`src/rtl/peri_arb_pkg.sv`:
```
// Shared types and helpers for the peripheral bus arbiter.
// Latency: n/a (declarations only).
// Backpressure: n/a.
package peri_arb_pkg;

    typedef enum logic [1:0] {
        IDLE  = 2'd0,
        ISSUE = 2'd1,
        WAIT  = 2'd2,
        RESP  = 2'd3
    } arb_state_t;

    localparam logic [31:0] ERR_RDATA_DEF = 32'hDEADBEEF;

    // Width of a PE index; a single-PE build still needs a 1-bit id.
    function automatic int pe_id_w(input int n);
        return (n > 1) ? $clog2(n) : 1;
    endfunction

endpackage

```
`src/rtl/rr_arbiter.sv`:
```
// Round-robin pick: first requester at or after (last_gnt+1) mod NUM_PE.
// Latency: purely combinational, zero cycles.
// Backpressure: none; the caller decides whether the pick is consumed.
//
// Ports:
//  req       per-PE request vector
//  last_gnt  id of the most recently served PE
//  gnt       one-hot winner (all zero when nothing requests)
//  gnt_id    binary winner id
//  gnt_vld   at least one requester present
module rr_arbiter
    import peri_arb_pkg::*;
#(
    parameter  int NUM_PE = 3,
    localparam int IDW    = pe_id_w(NUM_PE)
) (
    input  logic [NUM_PE-1:0] req,
    input  logic [IDW-1:0]    last_gnt,
    output logic [NUM_PE-1:0] gnt,
    output logic [IDW-1:0]    gnt_id,
    output logic              gnt_vld
);

    // One extra bit so last_gnt + 1 + i (at most 2*NUM_PE-1) cannot overflow
    // before the single wrap subtraction.
    logic [IDW:0] cand;

    always_comb begin
        gnt     = '0;
        gnt_id  = '0;
        gnt_vld = 1'b0;
        cand    = '0;
        for (int i = 0; i < NUM_PE; i++) begin
            cand = {1'b0, last_gnt} + (IDW+1)'(1) + (IDW+1)'(i);
            if (cand >= (IDW+1)'(NUM_PE)) begin
                cand = cand - (IDW+1)'(NUM_PE);
            end
            if (!gnt_vld && req[cand[IDW-1:0]]) begin
                gnt_vld              = 1'b1;
                gnt_id               = cand[IDW-1:0];
                gnt[cand[IDW-1:0]]   = 1'b1;
            end
        end
    end

endmodule

```
`src/rtl/peri_bus_arbiter.sv`:
```
// Arbitrates NUM_PE cores onto one shared peripheral bus, one access in flight.
// Latency: gnt in cycle 0, bus strobe cycle 1, o_pe_ready one cycle after bus ready (min 2).
// Backpressure: requests outside IDLE get no gnt and must be held; a dead slave times out.
//
// Ports:
//  i_clk, i_rst                 clock, synchronous active-high reset
//  i_pe_rden/wren/addr/wdata/wstrb  per-PE request, PE k at slice k
//  o_pe_gnt                     combinational accept, IDLE only
//  o_pe_ready / o_pe_rdata      completion pulse and held read data per PE
//  o_bus_*                      shared bus strobes and latched address/data/strobes
//  i_bus_rdata / i_bus_ready    slave response
//  o_timeout                    pulses with o_pe_ready when the access was forced
module peri_bus_arbiter
    import peri_arb_pkg::*;
#(
    parameter int          NUM_PE      = 3,
    parameter int          TIMEOUT_CYC = 1024,
    parameter logic [31:0] ERR_RDATA   = ERR_RDATA_DEF
) (
    input  logic                   i_clk,
    input  logic                   i_rst,
    input  logic [NUM_PE-1:0]      i_pe_rden,
    input  logic [NUM_PE-1:0]      i_pe_wren,
    input  logic [NUM_PE*32-1:0]   i_pe_addr,
    input  logic [NUM_PE*32-1:0]   i_pe_wdata,
    input  logic [NUM_PE*4-1:0]    i_pe_wstrb,
    output logic [NUM_PE-1:0]      o_pe_gnt,
    output logic [NUM_PE-1:0]      o_pe_ready,
    output logic [NUM_PE*32-1:0]   o_pe_rdata,
    output logic                   o_bus_rden,
    output logic                   o_bus_wren,
    output logic [31:0]            o_bus_addr,
    output logic [31:0]            o_bus_wdata,
    output logic [3:0]             o_bus_wstrb,
    input  logic [31:0]            i_bus_rdata,
    input  logic                   i_bus_ready,
    output logic                   o_timeout
);

    localparam int              IDW      = pe_id_w(NUM_PE);
    localparam int              CW       = (TIMEOUT_CYC > 1) ? $clog2(TIMEOUT_CYC) : 1;
    localparam logic [CW-1:0]   CNT_LAST = CW'(TIMEOUT_CYC - 1);
    localparam logic [IDW-1:0]  ID_LAST  = IDW'(NUM_PE - 1);

    arb_state_t             state_q, state_d;
    logic [IDW-1:0]         last_gnt_q;
    logic [IDW-1:0]         id_q;
    logic                   we_q;
    logic                   to_q;
    logic [CW-1:0]          cnt_q;
    logic [31:0]            addr_q, wdata_q;
    logic [3:0]             wstrb_q;
    logic [NUM_PE*32-1:0]   rdata_q;

    logic [NUM_PE-1:0]      arb_gnt;
    logic [IDW-1:0]         arb_id;
    logic                   arb_vld;

    logic                   take;
    logic                   cap_bus;
    logic                   cap_err;

    rr_arbiter #(.NUM_PE(NUM_PE)) u_rr (
        .req      (i_pe_rden | i_pe_wren),
        .last_gnt (last_gnt_q),
        .gnt      (arb_gnt),
        .gnt_id   (arb_id),
        .gnt_vld  (arb_vld)
    );

    always_ff @(posedge i_clk) begin
        if (i_rst) begin
            state_q <= IDLE;
        end else begin
            state_q <= state_d;
        end
    end

    always_comb begin
        state_d = state_q;
        take    = 1'b0;
        cap_bus = 1'b0;
        cap_err = 1'b0;
        case (state_q)
            IDLE: begin
                if (arb_vld) begin
                    take    = 1'b1;
                    state_d = ISSUE;
                end
            end
            ISSUE: begin
                // Combinational slaves answer in the strobe cycle itself.
                if (i_bus_ready) begin
                    cap_bus = 1'b1;
                    state_d = RESP;
                end else begin
                    state_d = WAIT;
                end
            end
            WAIT: begin
                // Ready has priority over a timeout landing in the same cycle.
                if (i_bus_ready) begin
                    cap_bus = 1'b1;
                    state_d = RESP;
                end else if (cnt_q == CNT_LAST) begin
                    cap_err = 1'b1;
                    state_d = RESP;
                end
            end
            RESP: begin
                state_d = IDLE;
            end
            default: begin
                state_d = IDLE;
            end
        endcase
    end

    always_ff @(posedge i_clk) begin
        if (i_rst) begin
            last_gnt_q <= ID_LAST;
            id_q       <= '0;
            we_q       <= 1'b0;
            to_q       <= 1'b0;
            cnt_q      <= '0;
            addr_q     <= '0;
            wdata_q    <= '0;
            wstrb_q    <= '0;
            rdata_q    <= '0;
        end else begin
            if (take) begin
                addr_q  <= i_pe_addr[{arb_id, 5'b0} +: 32];
                wdata_q <= i_pe_wdata[{arb_id, 5'b0} +: 32];
                wstrb_q <= i_pe_wstrb[{arb_id, 2'b0} +: 4];
                // Write wins when a PE raises both strobes.
                we_q    <= i_pe_wren[arb_id];
                id_q    <= arb_id;
            end
            if (state_q == ISSUE) begin
                cnt_q <= '0;
            end else if (state_q == WAIT && cnt_q != '1) begin
                cnt_q <= cnt_q + CW'(1);
            end
            if (cap_bus) begin
                rdata_q[{id_q, 5'b0} +: 32] <= i_bus_rdata;
                to_q                        <= 1'b0;
            end else if (cap_err) begin
                rdata_q[{id_q, 5'b0} +: 32] <= ERR_RDATA;
                to_q                        <= 1'b1;
            end
            if (state_q == RESP) begin
                last_gnt_q <= id_q;
            end
        end
    end

    always_comb begin
        o_pe_ready = '0;
        if (state_q == RESP) begin
            o_pe_ready[id_q] = 1'b1;
        end
    end

    assign o_pe_gnt    = (state_q == IDLE) ? arb_gnt : '0;
    assign o_pe_rdata  = rdata_q;
    assign o_bus_rden  = (state_q == ISSUE) && !we_q;
    assign o_bus_wren  = (state_q == ISSUE) &&  we_q;
    assign o_bus_addr  = addr_q;
    assign o_bus_wdata = wdata_q;
    assign o_bus_wstrb = wstrb_q;
    assign o_timeout   = (state_q == RESP) && to_q;

endmodule

```
`config.mk`:
```
export PLATFORM = sky130hd
export DESIGN_NAME = peri_bus_arbiter
export DESIGN_NICKNAME = d
export VERILOG_FILES = /design/src/rtl/peri_arb_pkg.sv /design/src/rtl/rr_arbiter.sv /design/src/rtl/peri_bus_arbiter.sv
export SDC_FILE = /design/constraint.sdc
export NUM_CORES = 1
export LEC_CHECK = 0
export ABC_AREA = 0
export CORE_AREA = 5 5 158 160
export CTS_CLUSTER_SIZE = 8
export DETAILED_ROUTE_END_ITERATION = 7
export DIE_AREA = 0 0 163 165
export GPL_TIMING_DRIVEN = 0
export PLACE_DENSITY = 0.75
export SLEW_MARGIN = 40
export SYNTH_ARGS = -nofsm -noshare
export SYNTH_HDL_FRONTEND = slang
export SYNTH_SLANG_ARGS = --single-unit
```
`constraint.sdc`:
```
create_clock -name i_clk -period 3.37 [get_ports i_clk]
set_clock_uncertainty 0.05 [all_clocks]
set_input_delay 0.5055 -clock i_clk [delete_from_list [all_inputs] [get_ports i_clk]]
set_output_delay 0.5055 -clock i_clk [all_outputs]
set_load 0.01 [all_outputs]
```
======== Yosys cells after proc, flatten, opt, wreduce, memory -nomap -nowiden ========
Index checks and enable logic that the tools add are counted.
storage, ports and cells
  memories ................................ 0
  register bits after elaboration ......... 182
  RAM bits ................................ 0
  bits in latches ......................... 0
  bits of input ports ..................... 245
  bits in read-only memories .............. 0
cells by class
  muxes and demuxes ....................... 46
  multipliers ............................. 0
  shifts and indexed selects .............. 6
  eq/ne operators ......................... 7
  order comparisons ....................... 12
  divide/modulo/power cells ............... 0
  $add $sub $neg .......................... 8
  bitwise gates (word level) .............. 3
  reduce and logical (&&, ||, !) cells .... 19
operators with widths
  operator                    number
  $bwmux W96                  2
  $mux W96                    2
  $shiftx A96 B8 Y32          2
  $shift A32 B9 Y96 const A   1
  $shiftx A32 B9 Y96          1
  $shiftx A32 B9 Y96 const A  1
  $mux W1                     19
  $mux W2                     9
  $lt A2 B3 Y1 const B        5
  $mux W3                     5
  $shiftx A12 B5 Y4           1
  $add A10 B1 Y10 const B     1
  $eq A10 B10 Y1 const B      1
  $logic_and A1 B1 Y1         10
  $ne A10 B10 Y1 const B      1
  $ge A3 B2 Y1 const B        3
  $neg A7 Y9                  1
  $or A3 B3 Y3                3
  $bmux W1 S2                 4
  $demux W1 S2                4
  $ge A2 B1 Y1 const B        4
  $pmux W2 S4                 1
  $reduce_or A2 Y1            3
  $sub A2 B2 Y2 const B       3
  11 further kinds            14

======== Logic depth before layout (Yosys ltp) ========
Gate-level depths: netlist of the first run.
  word-level depth ........................ 14
  gate-level depth with buffers ........... 12

======== Cells and area by module ========
A second synthesis of the first run with hierarchy kept.
second synthesis, totals
  cells, all modules ...................... 1019
  area total of the unflattened synthesis .. 8622.0 µm²
modules (own cells, without submodules)
  module            times used  area an instance (µm²)  cells each
  peri_bus_arbiter  1           8282.9                  970
  rr_arbiter        1           339.1                   49

======== Worst setup path after synthesis of the first run ========
Ideal clock, no wire load.
  kind .................................... register to register
  start point ............................. reg last_gnt_q[0]
  end point ............................... reg addr_q[21] (netlist: o_bus_addr[21])
  setup time .............................. 0.133 ns
  slack ................................... 0.693 ns
  data required time ...................... 3.187 ns
  stages on the path, launching flop included .. 12
  arrival ................................. 2.494 ns
  path through ............................ dfxtp_1 -> inv_1 -> ha_1 -> or2_1 -> or2_2 -> a21boi_0 -> a221o_1 -> buf_6 -> buf_6 -> buf_6 -> mux2i_1 -> o221ai_1
between the ends
  word-level cells in the longest chain between the ends .. 14
  elaborated cells between the ends (all ways) .. 31
  those cells by class .................... add/sub (6); order compare (3); shift (1); mux (17); reduce/logical (4)
RTL lines
  element                                                                 line                     text
  start: declaration                                                      peri_bus_arbiter.sv:46   logic [IDW-1:0] last_gnt_q;
  start signal: assignment                                                peri_bus_arbiter.sv:152  last_gnt_q <= id_q;
  $add A2 B1 Y3 *                                                         rr_arbiter.sv:34         cand = {1'b0, last_gnt} + (IDW+1)'(1) + (IDW+1)'(i);
  parallel branches: the longest is 13 deep, another holds $add A3 B1 Y3  n/a
  end signal: assignment                                                  peri_bus_arbiter.sv:132  addr_q <= i_pe_addr[{arb_id, 5'b0} +: 32];
  end: declaration                                                        peri_bus_arbiter.sv:51   logic [31:0] addr_q, wdata_q;
Every way passes the cells marked *. The select of a mux whose other input is x is not followed.
A chain may end at the register's enable or synchronous reset.

======== Worst setup path in the final report of the first run ========
  start point ............................. reg id_q[0]
  end point ............................... out o_pe_ready[0]
between the ends
  word-level cells in the longest chain between the ends .. 5
  elaborated cells between the ends (all ways) .. 6
  those cells by class .................... order compare (2); mux (3); reduce/logical (1)
RTL lines
  element                                                             line                     text
  start: declaration                                                  peri_bus_arbiter.sv:47   logic [IDW-1:0] id_q;
  start signal: assignment                                            peri_bus_arbiter.sv:137  id_q <= arb_id;
  $lt A2 B3 Y1 (implied by the code) or $ge A2 B1 Y1 (tied branches)  peri_bus_arbiter.sv:160  o_pe_ready[id_q] = 1'b1;
  $logic_and A1 B1 Y1 (implied by the code)                           peri_bus_arbiter.sv:160
  $mux W1 (implied by the code)                                       peri_bus_arbiter.sv:160
  $demux W1 S2 *                                                      peri_bus_arbiter.sv:160
  $mux W3 *                                                           peri_bus_arbiter.sv:159  if (state_q == RESP) begin
  end: declaration                                                    peri_bus_arbiter.sv:28   output logic [NUM_PE-1:0] o_pe_ready,
Every way passes the cells marked *; elsewhere a longest branch is shown, timed or not.

==> results of run 1 <==
[registers in the layout, summed over array words and instances (netlist names)]
register	count
cnt_q	10
id_q	2
last_gnt_q	2
o_bus_addr	32
o_bus_wdata	32
o_bus_wstrb	4
o_pe_rdata	96
state_q	2
to_q	1
we_q	1
[what timing repair did]
action                     in CTS  in global routing
hold buffers                    0                  0
setup buffers                   4                  0
gates resized for setup         6                  5
pin swaps                       2                  1
setup endpoints to repair       4                  5
[worst max path at each step]
| stage | endpoint | slack, ns | cells past startpoint |
|---|---|---|---|
| 6_report | o_pe_ready[0] | 0.12 | 6 |
| 5_1_grt | o_pe_ready[0] | 0.01 | 6 |
| 4_1_cts | o_pe_gnt[2] | 0.03 | 9 |
| 3_5_place_dp | o_bus_wstrb[2] | -0.05 | 11 |
| 3_3_place_gp | o_bus_wstrb[2] | -0.02 | 9 |
| 2_1_floorplan | o_bus_addr[21] | 0.69 | 11 |
[tightest hold or removal path: stages (launching register included)]
cell and delay [ns]:
dfxtp_1 0.31, nand2_1 0.05, a21oi_1 0.05
[synth_stat cells (4+ instances only)]
cell type	number	area [sq um]
nand2_1	157	589
o21ai_0	31	155
mux2i_1	70	701
nor2_1	25	93.8
ha_1	14	175
inv_1	82	308
o221ai_1	69	604
and2_1	7	43.8
dfxtp_1	182	3640
a21oi_1	104	521
a31oi_1	4	25.0
clkbuf_1	53	199
nand3_1	30	150
buf_4	8	60.1
buf_2	14	70.1
xnor2_1	4	35.0
a211oi_1	73	548
buf_1	4	15.0
[layout make-up]
type	instances	area (sq um)
clock buffer	19	433
fill	2068	9650
clock inverter	13	183
multi-input combinational	634	4070
timing repair buffer	420	4200
inverter	82	308
sequential	182	3650
tap	319	399
buffer	82	379
[logic make-up (layout without fill, tap and decap cells)]
kind of cell / after synthesis / count (layout)
AND/OR/NAND/NOR: 243 / 243
flip-flops: 182 / 182
AO/OA/AOI/OAI: 300 / 300
buffers and inverters: 164 / 616
adder cells (fa/ha/maj): 14 / 14
XOR/XNOR: 7 / 7
multiplexers: 70 / 70
[power groups by stage]
stage | registers, W | clock network (W) | logic [W]
5_1_grt | 0.00308 | 0.00227 | 0.00467
3_3_place_gp | 0.00304 | 0 | 0.00428
4_1_cts | 0.00301 | 0.00216 | 0.00435
6_report | 0.00302 | 0.00214 | 0.00437
3_5_place_dp | 0.00305 | 0 | 0.00432
2_1_floorplan | 0.00325 | 0 | 0.00198
[stage by stage]
| stage | power (W) | std cells | worst slack, ns | setup TNS (ns) |
|---|---|---|---|---|
| 6_report | 0.00952 | 1751 | 0.116 | 0 |
| 3_5_place_dp | 0.00738 | 1715 | -0.0536 | -0.0536 |
| 5_1_grt | 0.0100 | 1751 | 0.0113 | 0 |
| 4_1_cts | 0.00953 | 1751 | 0.0325 | 0 |
| 3_3_place_gp | 0.00732 | 1715 | -0.0227 | -0.0227 |
| 2_1_floorplan | 0.00523 | 980 | 0.693 | 0 |
[routing by layer]
metal / global-route usage (%) / up-vias / routed length (um)
li1: - / 4373 / -
met1: 30.5 / 4265 / 14200
met2: 42.1 / 415 / 16900
met3: 6.49 / 53 / 2620
met4: 8.35 / 0 / 1020
met5: 0 / - / 0
==> flow_summary.yaml, run 1 <==
routing:
  routed_wirelength_um: 34800
  routedWlPerCell_um: 19.9
  vias: 9106
  viasPerCell: 5.20
  firstDrtPassIters: 5
  drtAntennaViolNets: 0
  drc: 0
  drtIter0Drc: 609
cells_and_area:
  drive_gt1_share_pct: 5.31
  area_growth_pct: 62.5
  fin_area_sq_um: 13600
  final_cell_mix: "clkdlybuf4s50_1, dfxtp_1, nand2_1"
  final_common_cell: "clkdlybuf4s50_1"
  postLayoutCoreUtil_pct: 58.5
  antenna_cells: 0
  layout.nets: 1678
global_routing:
  grt_pass1_vias: 8805
  grt_usage_pct: 24.7
  overflow: 0
  grt_max_degree: 18
  grt_pass1_wl_um: 51500
  antenna_found_initial: 0
clock_tree:
  ctsHtreeMaxLevel: 4
  cts_buffers: 17
  cts_num_sinks: 182
  clockRootBuffer: "clkbuf_16"
  clkSlewWorstSetupHoldPaths_ns: 0.07
  clockBufferDepth: 2
  clk_latency_ns: 0.42
  cts_tree: "yes"
power_and_ir_drop:
  p_seq_share_pct: 31.7
  power-per-cell-area_nw_per_um2: 699
  clkPwrFrac_pct: 22.4
  netSwitchingFraction_pct: 38.0
  pwr-share-comb_pct: 45.9
  ir_drop_mv: 0.389
  p_sw_w: 0.00362
  internal_power_w: 0.00590
  p_leak_nw: 4.99
critical_path:
  r2r_end: "o_bus_wdata[20]"
  r2r_start: "last_gnt_q[0]"
  required_ns: 2.81
  crit_start: "id_q[0]"
  cp.buffers_inverters: 4
  r2r_cells: 11
  worstPathMaxFanout: 10
  crit_chain: "inv_1 > ha_1 > clkbuf_1 > buf_1 > and2_1 > clkdlybuf4s50_1"
  slowest_stage: "clkdlybuf4s50_1"
  start_kind: "flop"
  arrival_ns: 2.70
  crit_type: "flop to output port"
  critPathTopFamily: "buffers and inverters"
  slowest_delay_ns: 0.57
  ff2ff_setup_slack_ns: 0.20
  worst_setup_path_end_kind: "output port"
floorplanning:
  floorplan.initialDensity_pct: 36.0
  io-pin-count: 418
  die_w_um: 163
  die_h_um: 165
  die_area_sq_um: 26900
  core-area_sq_um: 23300
  rows: 56
synth:
  synth_seq_cells: 182
  yosys.area_share.simple_pct: 12.6
  synth_top_family_by_area: "compound AO/OA/AOI/OAI gates"
  postSynthAreaPerCell_sq_um: 8.55
  yosysWarnings: 0
  syn_inst: 980
  synth_compound_area_share_pct: 24.5
  syn_area_sq_um: 8380
  synthFlopType: "dfxtp_1"
  ys_types: 47
  synth-seq-area-share_pct: 43.5
  synth_xor_area_share_pct: 0.732
  synth_enable_flop_cells: 0
  synth_mux_area_share_pct: 8.36
  syn_nets: 1239
  async_flop_share_pct: 0
  synth_fa_ha_area_share_pct: 2.09
job:
  cap_violations: 0
timing:
  finalHoldViolations: 0
  setup_viol: 0
  worst_slew_pin_slew_ns: 0.640
  rsz0062_at_grt: "false"
  period_minus_slack_ns: 3.25
  hold-worst-slack_ns: 0.407
  fmax_mhz: 307
  relSlewSlack_pct: 57.4
  timing.final.crit_share_pct: 96.5
  drv_slew: 0
worst_hold_path:
  min_from: "to_q"
  whs_path_depth: 2
  hold_class: "flop to flop"
  min_to: "to_q"
placed_design:
  portBuffers: 416
  gp_congestion: 0.945
  dp_hpwl_um: 27700
  place_area_sq_um: 12900
status:
  status: "finished, final reports clean"
Note: power is estimated with default switching activity, not from simulation.
==> run 2: changes to the inputs <==
Settings changed: CAP_MARGIN set to 30, PLACE_DENSITY 0.75 to 0.76.
==> flow_summary.yaml, run 2 (synthesized netlist as in run 1, its figures left out) <==
cells_and_area:
  num-fill-cells: 2069
  regArea_sq_um: 3650
  layout.nets: 1684
  area_growth_pct: 63.0
  instances_no_fill: 1757
  multi_input_area_sq_um: 4090
  largest_reg_flops: 96
  final_common_cell: "clkdlybuf4s50_1"
  final_cell_mix: "clkdlybuf4s50_1, dfxtp_1, nand2_1"
  drive_gt1_share_pct: 6.05
  antenna_cells: 0
power_and_ir_drop:
  clkPwrFrac_pct: 21.6
  p_leak_nw: 5.00
  p_seq_share_pct: 31.8
  pwr-share-comb_pct: 46.6
  netSwitchingFraction_pct: 39.1
  ir_drop_mv: 0.306
  internal_power_w: 0.00574
  power-per-cell-area_nw_per_um2: 691
  p_sw_w: 0.00369
  total_power_w: 0.00944
clock_tree:
  clockRootBuffer: "clkbuf_16"
  clk_latency_ns: 0.43
  clkSlewWorstSetupHoldPaths_ns: 0.08
  cts_buffers: 17
  cts_num_sinks: 182
  clockBufferDepth: 2
  ctsHtreeMaxLevel: 4
  cts_tree: "yes"
  cts_hold_buf: 0
routing:
  drc: 0
  vias: 9278
  routedWlPerCell_um: 19.7
  drtAntennaViolNets: 0
  viasPerCell: 5.28
  routed_wirelength_um: 34700
  firstDrtPassIters: 5
  drtIter0Drc: 667
placed_design:
  gp_congestion: 0.906
  place_inst: 1715
  portBuffers: 416
  dp_hpwl_um: 27300
critical_path:
  required_ns: 2.81
  r2r_start: "last_gnt_q[0]"
  arrival_ns: 2.74
  cp.buffers_inverters: 3
  ff2ff_setup_slack_ns: 0.15
  critPathTopFamily: "buffers and inverters"
  worst_setup_path_end_kind: "output port"
  slowest_delay_ns: 0.42
  start_kind: "flop"
  r2r_cells: 11
  slowest_stage: "dfxtp_4"
  crit_chain: "inv_1 > ha_1 > buf_4 > o211ai_1 > o21ai_2 > nor3_4 > nand3_1 > a21oi_2 > dlygate4sd2_1"
  crit_type: "flop to output port"
  worstPathMaxFanout: 10
  r2r_end: "o_bus_addr[7]"
worst_hold_path:
  whs_path_depth: 2
  hold_class: "flop to flop"
  min_from: "to_q"
  min_to: "to_q"
timing:
  period_minus_slack_ns: 3.30
  relSlewSlack_pct: 57.9
  setup_viol: 0
  timing.final.crit_share_pct: 97.8
  hold-worst-slack_ns: 0.401
  drv_slew: 0
  finalHoldViolations: 0
  tns_ns: 0
  worst_slew_pin_slew_ns: 0.631
  fmax_mhz: 303
floorplanning:
  die_area_sq_um: 26900
  io-pin-count: 418
  die_h_um: 165
  core-area_sq_um: 23300
  die_w_um: 163
  floorplan.initialDensity_pct: 36.0
  rows: 56
global_routing:
  grt_pass1_wl_um: 51000
  overflow: 0
  antenna_found_initial: 0
  grt_max_degree: 21
  grt_usage_pct: 24.1
  grt_pass1_vias: 8835
job:
  cap_violations: 0
status:
  status: "finished, final reports clean"
[run 2: worst reg2reg max path: cells and delay by family, from the launching register on]
kind	cells	cell delay (ns)
adder cells (fa/ha/maj)	1	0.33
AND/OR/NAND/NOR	2	0.34
buffers and inverters	4	0.96
AO/OA/AOI/OAI	4	0.99
flip-flops	1	0.42
[run 2: how the worst max path moves through the flow]
stage / startpoint / end / slack (ns) / cells past startpoint
final: last_gnt_q[0] / o_pe_gnt[1] / 0.07 / 9
after global routing: last_gnt_q[0] / o_pe_gnt[1] / -0.03 / 9
after CTS: last_gnt_q[0] / o_pe_gnt[0] / 0.007 / 9
after detailed placement: i_pe_wren[2] / o_pe_gnt[0] / -0.006 / 7
after global placement: i_pe_wren[2] / o_pe_gnt[0] / -0.01 / 7
after floorplan: last_gnt_q[0] / o_bus_addr[21] / 0.69 / 11
[run 2: layout make-up]
cell class,instances,area share [%]
clock buffers,18,3.22
clock inverters,14,1.23
plain buffers,82,2.77
repair buffers,426,31.0
well taps,319,2.92
flip-flops and latches,182,26.7
inverters,82,2.25
multi-input cells,634,29.9
[run 2: repair_timing]
action / CTS / global route
setup buffers: 2 / 8
pin swaps: 1 / 3
gates cloned: 0 / 0
endpoints found under the setup margin: 3 / 52
resized for setup: 7 / 7
[run 2: power groups by stage]
| stage | Clock (W) | Sequential, W | Combinational, W |
|---|---|---|---|
| finish | 0.00204 | 0.00300 | 0.00440 |
| global placement | 0 | 0.00302 | 0.00428 |
| floorplan | 0 | 0.00325 | 0.00198 |
| CTS | 0.00208 | 0.00300 | 0.00436 |
| detailed placement | 0 | 0.00304 | 0.00434 |
| global route | 0.00217 | 0.00307 | 0.00470 |
[run 2: through the flow]
stage	setup slack [ns]	util, %	cell area (sq um)
2_1_floorplan	0.693	-	8380
3_3_place_gp	-0.0135	55.6	12900
3_5_place_dp	-0.00619	55.6	12900
4_1_cts	0.00723	58.4	13600
5_1_grt	-0.0277	58.7	13700
6_report	0.0745	58.7	13700
[run 2: routing by layer]
layer / GRT usage (%) / routed length, um
met2: 41.3 / 17000
met5: 0 / 0
met4: 8.65 / 990
met3: 4.84 / 2330
met1: 30.2 / 14300
